--- src/rtl/seg7_pkg.sv ---
`default_nettype none
// ============================================================================
// Module      : seg7_pkg
// Description : Shared segment bit indices, scan FSM state type and the
//               hex-to-7-segment glyph function for the scan driver.
// Revision    : 1.0 - initial release
// ============================================================================
package seg7_pkg;

    // Bit position of each segment on the shared segment bus
    localparam int SEG_A = 0;
    localparam int SEG_B = 1;
    localparam int SEG_C = 2;
    localparam int SEG_D = 3;
    localparam int SEG_E = 4;
    localparam int SEG_F = 5;
    localparam int SEG_G = 6;

    // Scan state machine states
    typedef enum logic [1:0] {
        IDLE  = 2'd0,
        DRIVE = 2'd1,
        GAP   = 2'd2
    } state_t;

    // Glyph for a hex nibble, bit6 (g) down to bit0 (a), 1 = lit
    function automatic logic [6:0] seg7_glyph(input logic [3:0] nib);
        logic [6:0] g;
        g = 7'b0000000;
        case (nib)
            4'h0: g = 7'b0111111;
            4'h1: g = 7'b0000110;
            4'h2: g = 7'b1011011;
            4'h3: g = 7'b1001111;
            4'h4: g = 7'b1100110;
            4'h5: g = 7'b1101101;
            4'h6: g = 7'b1111101;
            4'h7: g = 7'b0000111;
            4'h8: g = 7'b1111111;
            4'h9: g = 7'b1101111;
            4'hA: g = 7'b1110111;
            4'hB: g = 7'b1111100;
            4'hC: g = 7'b0111001;
            4'hD: g = 7'b1011110;
            4'hE: g = 7'b1111001;
            default: g = 7'b1110001;
        endcase
        return g;
    endfunction

endpackage
`default_nettype wire

--- src/rtl/seg7_scan_driver_if.sv ---
`default_nettype none
// ============================================================================
// Module      : seg7_scan_driver_if
// Description : Value/control inputs and display outputs of the 7-segment
//               scan driver. Optional macro SEG7_SCAN_PWM_EN adds bright_i.
// Revision    : 1.0 - initial release
// ============================================================================
interface seg7_scan_driver_if #(
    parameter int DIGITS = 2
);
    logic                  en;
    logic [4*DIGITS-1:0]   value_i;
    logic                  load_i;
    logic                  blank_lz_i;
`ifdef SEG7_SCAN_PWM_EN
    logic [3:0]            bright_i;
`endif
    logic [6:0]            segments;
    logic [DIGITS-1:0]     digit_en;
    logic                  frame_o;

`ifdef SEG7_SCAN_PWM_EN
    modport master (
        output en, value_i, load_i, blank_lz_i, bright_i,
        input  segments, digit_en, frame_o
    );
    modport slave (
        input  en, value_i, load_i, blank_lz_i, bright_i,
        output segments, digit_en, frame_o
    );
`else
    modport master (
        output en, value_i, load_i, blank_lz_i,
        input  segments, digit_en, frame_o
    );
    modport slave (
        input  en, value_i, load_i, blank_lz_i,
        output segments, digit_en, frame_o
    );
`endif

endinterface
`default_nettype wire

--- src/rtl/seg7_scan_driver_decoder.sv ---
`default_nettype none
// ============================================================================
// Module      : seg7_scan_driver_decoder
// Description : Combinational hex nibble to 7-segment glyph decoder.
// Revision    : 1.0 - initial release
// ============================================================================
module seg7_scan_driver_decoder
    import seg7_pkg::*;
(
    input  logic [3:0] nibble,
    output logic [6:0] glyph
);

    assign glyph = seg7_glyph(nibble);

endmodule
`default_nettype wire

--- src/rtl/seg7_scan_driver.sv ---
`default_nettype none
// ============================================================================
// Module      : seg7_scan_driver
// Description : Multiplexed N-digit 7-segment scan driver with per-digit
//               on-time, dead-time gap, frame-coherent value latching and
//               leading-zero blanking. Optional macro SEG7_SCAN_PWM_EN adds
//               segment brightness gating via bright_i.
// Revision    : 1.0 - initial release
// ============================================================================
module seg7_scan_driver
    import seg7_pkg::*;
#(
    parameter int DIGITS      = 2,
    parameter int REFRESH_DIV = 1024,
    parameter int GAP_CYCLES  = 2
) (
    input  logic               clk,
    input  logic               rst_n,
    seg7_scan_driver_if.slave  bus
);

    localparam int c_IDX_W   = (DIGITS > 1) ? $clog2(DIGITS) : 1;
    localparam int c_CNT_MAX = (REFRESH_DIV > GAP_CYCLES) ? REFRESH_DIV : GAP_CYCLES;
    localparam int c_CNT_W   = $clog2(c_CNT_MAX) + 1;
    localparam int c_VAL_W   = 4 * DIGITS;

    localparam logic [c_CNT_W-1:0] c_DRIVE_LAST = c_CNT_W'(REFRESH_DIV - 1);
    localparam logic [c_CNT_W-1:0] c_GAP_LAST   = c_CNT_W'(GAP_CYCLES - 1);
    localparam logic [c_IDX_W-1:0] c_IDX_LAST   = c_IDX_W'(DIGITS - 1);

    state_t               r_state;
    state_t               w_state_nxt;
    logic [c_IDX_W-1:0]   r_idx;
    logic [c_IDX_W-1:0]   w_idx_nxt;
    logic [c_CNT_W-1:0]   r_cnt;
    logic [c_CNT_W-1:0]   w_cnt_nxt;
    logic [c_VAL_W-1:0]   r_shadow;
    logic [c_VAL_W-1:0]   r_frame;
    logic [c_VAL_W-1:0]   w_frame_nxt;
    logic                 w_frame_start;

    logic [c_VAL_W-1:0]   w_shifted;
    logic [3:0]           w_nibble;
    logic [6:0]           w_glyph;
    logic                 w_blank;

    logic [6:0]           r_segments;
    logic [DIGITS-1:0]    r_digit_en;
    logic                 r_frame_o;
    logic [6:0]           w_seg_nxt;
    logic [DIGITS-1:0]    w_de_nxt;

    // Next state, slot counter, digit index and frame value
    always_comb begin
        w_state_nxt   = r_state;
        w_idx_nxt     = r_idx;
        w_cnt_nxt     = r_cnt;
        w_frame_start = 1'b0;
        if (!bus.en) begin
            w_state_nxt = IDLE;
            w_idx_nxt   = '0;
            w_cnt_nxt   = '0;
        end else begin
            case (r_state)
                IDLE: begin
                    w_state_nxt   = DRIVE;
                    w_idx_nxt     = '0;
                    w_cnt_nxt     = '0;
                    w_frame_start = 1'b1;
                end
                DRIVE: begin
                    if (r_cnt == c_DRIVE_LAST) begin
                        w_state_nxt = GAP;
                        w_cnt_nxt   = '0;
                    end else begin
                        w_cnt_nxt = r_cnt + 1'b1;
                    end
                end
                GAP: begin
                    if (r_cnt == c_GAP_LAST) begin
                        w_state_nxt = DRIVE;
                        w_cnt_nxt   = '0;
                        if (r_idx == c_IDX_LAST) begin
                            w_idx_nxt     = '0;
                            w_frame_start = 1'b1;
                        end else begin
                            w_idx_nxt = r_idx + 1'b1;
                        end
                    end else begin
                        w_cnt_nxt = r_cnt + 1'b1;
                    end
                end
                default: begin
                    w_state_nxt = IDLE;
                    w_idx_nxt   = '0;
                    w_cnt_nxt   = '0;
                end
            endcase
        end
        // A load landing on the frame-start edge is shown immediately
        w_frame_nxt = r_frame;
        if (w_frame_start) begin
            w_frame_nxt = bus.load_i ? bus.value_i : r_shadow;
        end
    end

    // Upper nibbles from the selected digit upwards; all-zero means leading zero
    assign w_shifted = w_frame_nxt >> {w_idx_nxt, 2'b00};
    assign w_nibble  = w_shifted[3:0];
    assign w_blank   = bus.blank_lz_i && (w_idx_nxt != '0) && (w_shifted == '0);

    seg7_scan_driver_decoder u_decoder (
        .nibble (w_nibble),
        .glyph  (w_glyph)
    );

    // Output values for the coming cycle, derived from the next state
    always_comb begin
        w_seg_nxt = '0;
        w_de_nxt  = '0;
        if (w_state_nxt == DRIVE) begin
            w_de_nxt[w_idx_nxt] = 1'b1;
            if (!w_blank) begin
                w_seg_nxt = w_glyph;
            end
`ifdef SEG7_SCAN_PWM_EN
            if (w_cnt_nxt[3:0] > bus.bright_i) begin
                w_seg_nxt = '0;
            end
`endif
        end
    end

    // State, counters, value registers and registered outputs
    always_ff @(posedge clk or negedge rst_n) begin
        if (!rst_n) begin
            r_state    <= IDLE;
            r_idx      <= '0;
            r_cnt      <= '0;
            r_shadow   <= '0;
            r_frame    <= '0;
            r_segments <= '0;
            r_digit_en <= '0;
            r_frame_o  <= 1'b0;
        end else begin
            r_state    <= w_state_nxt;
            r_idx      <= w_idx_nxt;
            r_cnt      <= w_cnt_nxt;
            r_frame    <= w_frame_nxt;
            if (bus.load_i) begin
                r_shadow <= bus.value_i;
            end
            r_segments <= w_seg_nxt;
            r_digit_en <= w_de_nxt;
            r_frame_o  <= w_frame_start;
        end
    end

    assign bus.segments = r_segments;
    assign bus.digit_en = r_digit_en;
    assign bus.frame_o  = r_frame_o;

endmodule
`default_nettype wire

--- src/flat_wrapper.sv ---
// flat-port wrapper written by rule: the top's interface ports become plain ports
module seg7_scan_driver_flat import seg7_pkg::*;
#(
    parameter int DIGITS      = 2,
    parameter int REFRESH_DIV = 1024,
    parameter int GAP_CYCLES  = 2
)
  (clk, rst_n, bus_en, bus_value_i, bus_load_i, bus_blank_lz_i, bus_segments, bus_digit_en, bus_frame_o);
  seg7_scan_driver_if #(.DIGITS(DIGITS)) bus_i ();
  input  logic clk;
  input  logic rst_n;
  input wire logic [$bits(bus_i.en)-1:0] bus_en;
  input wire logic [$bits(bus_i.value_i)-1:0] bus_value_i;
  input wire logic [$bits(bus_i.load_i)-1:0] bus_load_i;
  input wire logic [$bits(bus_i.blank_lz_i)-1:0] bus_blank_lz_i;
  output wire logic [$bits(bus_i.segments)-1:0] bus_segments;
  output wire logic [$bits(bus_i.digit_en)-1:0] bus_digit_en;
  output wire logic [$bits(bus_i.frame_o)-1:0] bus_frame_o;
  assign bus_i.en = bus_en;
  assign bus_i.value_i = bus_value_i;
  assign bus_i.load_i = bus_load_i;
  assign bus_i.blank_lz_i = bus_blank_lz_i;
  assign bus_segments = bus_i.segments;
  assign bus_digit_en = bus_i.digit_en;
  assign bus_frame_o = bus_i.frame_o;
  seg7_scan_driver #(.DIGITS(DIGITS), .REFRESH_DIV(REFRESH_DIV), .GAP_CYCLES(GAP_CYCLES)) u_core (.clk(clk), .rst_n(rst_n), .bus(bus_i));
endmodule
--- config.mk ---
export PLATFORM = sky130hd
export DESIGN_NAME = seg7_scan_driver_flat
export DESIGN_NICKNAME = d
export VERILOG_FILES = /design/src/rtl/seg7_pkg.sv /design/src/rtl/seg7_scan_driver_if.sv /design/src/rtl/seg7_scan_driver_decoder.sv /design/src/rtl/seg7_scan_driver.sv /design/src/flat_wrapper.sv
export SDC_FILE = /design/constraint.sdc
export NUM_CORES = 1
export LEC_CHECK = 0
export ABC_AREA = 1
export BUFFER_PORTS_ARGS = -buffer_cell sky130_fd_sc_hd__buf_4
export CELL_PAD_IN_SITES_DETAIL_PLACEMENT = 1
export CELL_PAD_IN_SITES_GLOBAL_PLACEMENT = 1
export CORE_MARGIN = 2
export CORE_UTILIZATION = 44
export DETAILED_ROUTE_END_ITERATION = 8
export GPL_TIMING_DRIVEN = 0
export PLACE_DENSITY = 0.88
export SYNTH_ARGS = -nofsm -noshare
export SYNTH_HDL_FRONTEND = slang
export SYNTH_SLANG_ARGS = --single-unit
--- constraint.sdc ---
create_clock -name clk -period 3.2 [get_ports clk]
set_clock_uncertainty 0.2 [all_clocks]
set_input_delay 0.16 -clock clk [delete_from_list [all_inputs] [get_ports clk]]
set_output_delay 0.16 -clock clk [all_outputs]
set_load 0.005 [all_outputs]
==> key figures <==
Outcome
  • Status: finished, final reports clean

Logic synthesis
  • Synth Cell Area: 0.00229 mm^2
  • Post-Synthesis Cells: 284
  • Synth Net Count: 310
  • Synth cell types: 26
  • Mean Syn Cell Area: 8.06 um^2
  • Number of warning messages in the yosys log: 0
  • Post-synthesis sequential area ratio: 0.437
  • Flop and latch count out of synthesis: 40

Worst setup path
  • Setup slack, reg-to-reg: 0.24 ns
  • Worst EP arrival: 2.94 ns
  • Crit path kind: register to register
  • Worst Setup End Kind: register
  • Cell Chain, Critical Path: inv_1 > ha_1 > nand4_1 > nor2_1 > ha_1 > nand2_2 > a21oi_2 > nand2_1 > nand3_1 > nand2_1 > inv_1 > ha_1 > nand3_1 > o21ai_0 > nand2_1 > nand2_1 > nor2_1
  • Crit start category: register
  • Most frequent CP cell: nand2_1
  • Kind of cell adding the most delay to the critical path: simple AND/OR/NAND/NOR gates
  • Max incr delay on CP: 0.40 ns
  • Crit Path Max Fanout: 5
  • WP buf/inv: 2
  • Required time of the critical path: 3.18 ns
  • CP max-delay cell: dfrtp_1

Power
  • Gate power share: 0.245
  • Static Leak: 0.00146 uW
  • Maximum vdd ir drop: 0.000219 V
  • Sw frac: 0.309
  • Pwr Total: 1300 uW
  • NetSw: 404 uW
  • Clock network fraction of total power: 0.322
  • PD cells: 456 mW/mm^2
  • Int Pwr: 901 uW
  • Sequential Power Share: 0.433

Floorplanning
  • Core area: 0.00507 mm^2
  • I/O pin count: 23
  • Die Y: 76.1 um
  • Die width: 76.1 um
  • Starting Density: 0.451
  • Die area: 0.00579 mm^2
  • Row count: 26

Global routing
  • First-pass GRT wire length: 11400 um
  • Total gr overflow: 0
  • Vias in the first global route: 2364
  • Initial antenna violation count: 0
  • Total track usage: 0.249
  • Largest net degree at the start of global routing: 41

Place
  • PortBufs: 20
  • Dpl ws: 0.281 ns
  • HPWL after DPL: 3890 um
  • RD Place Congestion: 0.833

CTS
  • CTS tree: done
  • Clock sink count: 40
  • Buffers from clock root to sink, at most: 2
  • Clk root buf: clkbuf_8
  • H-tree levels: 2
  • Num CTS Buffers: 5
  • Clk slew on worst S/H paths: 0.09 ns
  • Latest clock arrival within the worst-skew pair: 0.30 ns

Routing
  • Drt pass-1 iters: 4
  • Vias: 2123
  • Wire per inst: 16.7 um
  • Drc violations: 0
  • Starting DRT DRC Count: 75
  • DR vias/cell: 5.25
  • Drt total wl: 6740 um
  • Remaining antenna violation count: 0

Timing
  • Fin. max-slew vios: 0
  • Worst-margin pin slew: 0.532 ns
  • Setup TNS: 0 ns
  • Final Worst Setup Slack: 0.243 ns
  • Worst slew margin: 0.645
  • Fmax: 0.338 GHz
  • Final hold violations: 0
  • RSZ-0062 raised after global routing: true
  • Final setup viols: 0
  • Tmin final: 2.96 ns
  • Part of the cycle the worst path needs: 0.924

Finish
  • # diodes: 0
  • Nets: 359
  • Share of layout cells above drive strength 1: 0.162
  • Syn-to-layout area delta: 25.0%

Min path
  • Hold WC Path Type: input pin to register

Run
  • Max-cap violations: 0
==> per-layer routing <==
layer,global-route usage,routed length [um]
met1,0.287,2680
met3,0.0344,152
met4,0.0873,167
met2,0.471,3740
met5,0,0
==> registers in the layout, summed over array words and instances, names as in the netlist <==
register             count
u_core.r_idx             1
u_core.bus.segments      7
u_core.r_shadow          8
u_core.bus.frame_o       1
u_core.bus.digit_en      2
u_core.r_frame           8
u_core.r_state           2
u_core.r_cnt            11
==> power groups by stage <==
| stage | logic [uW] | registers (uW) | clock network (uW) |
|---|---|---|---|
| after floorplan | 180 | 570 | 0 |
| after global placement | 259 | 569 | 0 |
| after detailed placement | 272 | 572 | 0 |
| after CTS | 300 | 562 | 422 |
| after global routing | 354 | 569 | 449 |
| final | 320 | 565 | 420 |
==> cell type report <==
class | instances | area (um^2)
sequential | 40 | 1000
tap | 70 | 87.6
multi-input combinational | 212 | 1150
clock inverter | 2 | 35.0
inverter | 30 | 125
timing repair buffer | 42 | 370
fill | 629 | 2210
buffer | 2 | 22.5
clock buffer | 6 | 72.6
==> synthesized netlist by cell type <==
cell type	instances	area [um^2]
nand2_1	87	327
nor3_1	6	30.0
nand3_4	2	35.0
buf_6	2	22.5
nand2_4	6	67.6
inv_1	27	101
inv_4	2	12.5
nand3_2	2	20.0
nand3_1	29	145
nand2_2	7	43.8
o21ai_1	1	5.00
a211oi_1	1	7.51
nor2_1	34	128
nand4_1	6	37.5
nand3b_1	1	7.51
nor3b_1	1	7.51
xor2_1	4	35.0
o21ai_0	3	15.0
inv_8	1	11.3
nor2_2	2	12.5
o21ai_4	1	16.3
a21oi_1	4	20.0
dfrtp_1	40	1000
ha_1	13	163
a21oi_2	1	8.76
xnor2_1	1	8.76
==> tightest hold or removal path: cells and delay by family <==
| kind | cells | cell delay (ns) |
|---|---|---|
| buffers and inverters | 2 | 0.17 |
| AND/OR/NAND/NOR | 2 | 0.13 |
==> logic make-up (layout without fill, tap and decap cells) <==
group           after synthesis  count (layout)  synth area share
buf+inv                      32              82            0.0645
fa+ha+maj                    13              13            0.0711
xor+xnor                      5               5            0.0191
compound gates               11              11            0.0317
flops                        40              40             0.437
simple gates                183             183             0.376
==> final timing paths <==
path	startpoint	to	cells past startpoint
worst max-delay path	u_core.r_cnt[1]	u_core.bus.segments[5]	17
worst min-delay path	bus_load_i	u_core.r_shadow[3]	4
worst max register to register	u_core.r_cnt[1]	u_core.bus.segments[5]	17
worst min register to register	u_core.r_shadow[3]	u_core.r_shadow[3]	2
max in group asynchronous	rst_n	u_core.r_shadow[4]	2
min in group asynchronous	rst_n	u_core.r_shadow[7]	2
==> cells in the final DEF (no fill, tap or decap), types with 3 or more instances in the layout <==
cell	synthesis	final
nand2_4	6	7
dlygate4sd3_1	0	22
buf_4	0	20
a21oi_1	4	4
nor2_2	2	3
nand2_2	7	6
dfrtp_1	40	40
xor2_1	4	4
o21ai_0	3	3
nor3_1	6	6
nand2_1	87	87
inv_1	27	27
nand4_1	6	6
clkbuf_8	0	5
nor2_1	34	33
ha_1	13	13
nand3_1	29	29
==> stage by stage <==
step                hold WS [ns]  cells   util  instance area (um^2)
floorplan                 -0.336    284      -                  2290
global placement         -0.0283    374  0.498                  2530
detailed placement       -0.0234    374  0.498                  2530
CTS                      0.00272    404  0.562                  2850
global route              0.0511    404  0.564                  2860
finish                   0.00144    404  0.564                  2860
==> repair_timing <==
action / CTS / global route
setup buffers: 0 / 0
hold buffers: 22 / 0
hold endpoints to repair: 50 / 0
setup endpoints to repair: 0 / 4
gates resized for setup: 0 / 2
Note: power is estimated with default switching activity, not from simulation.
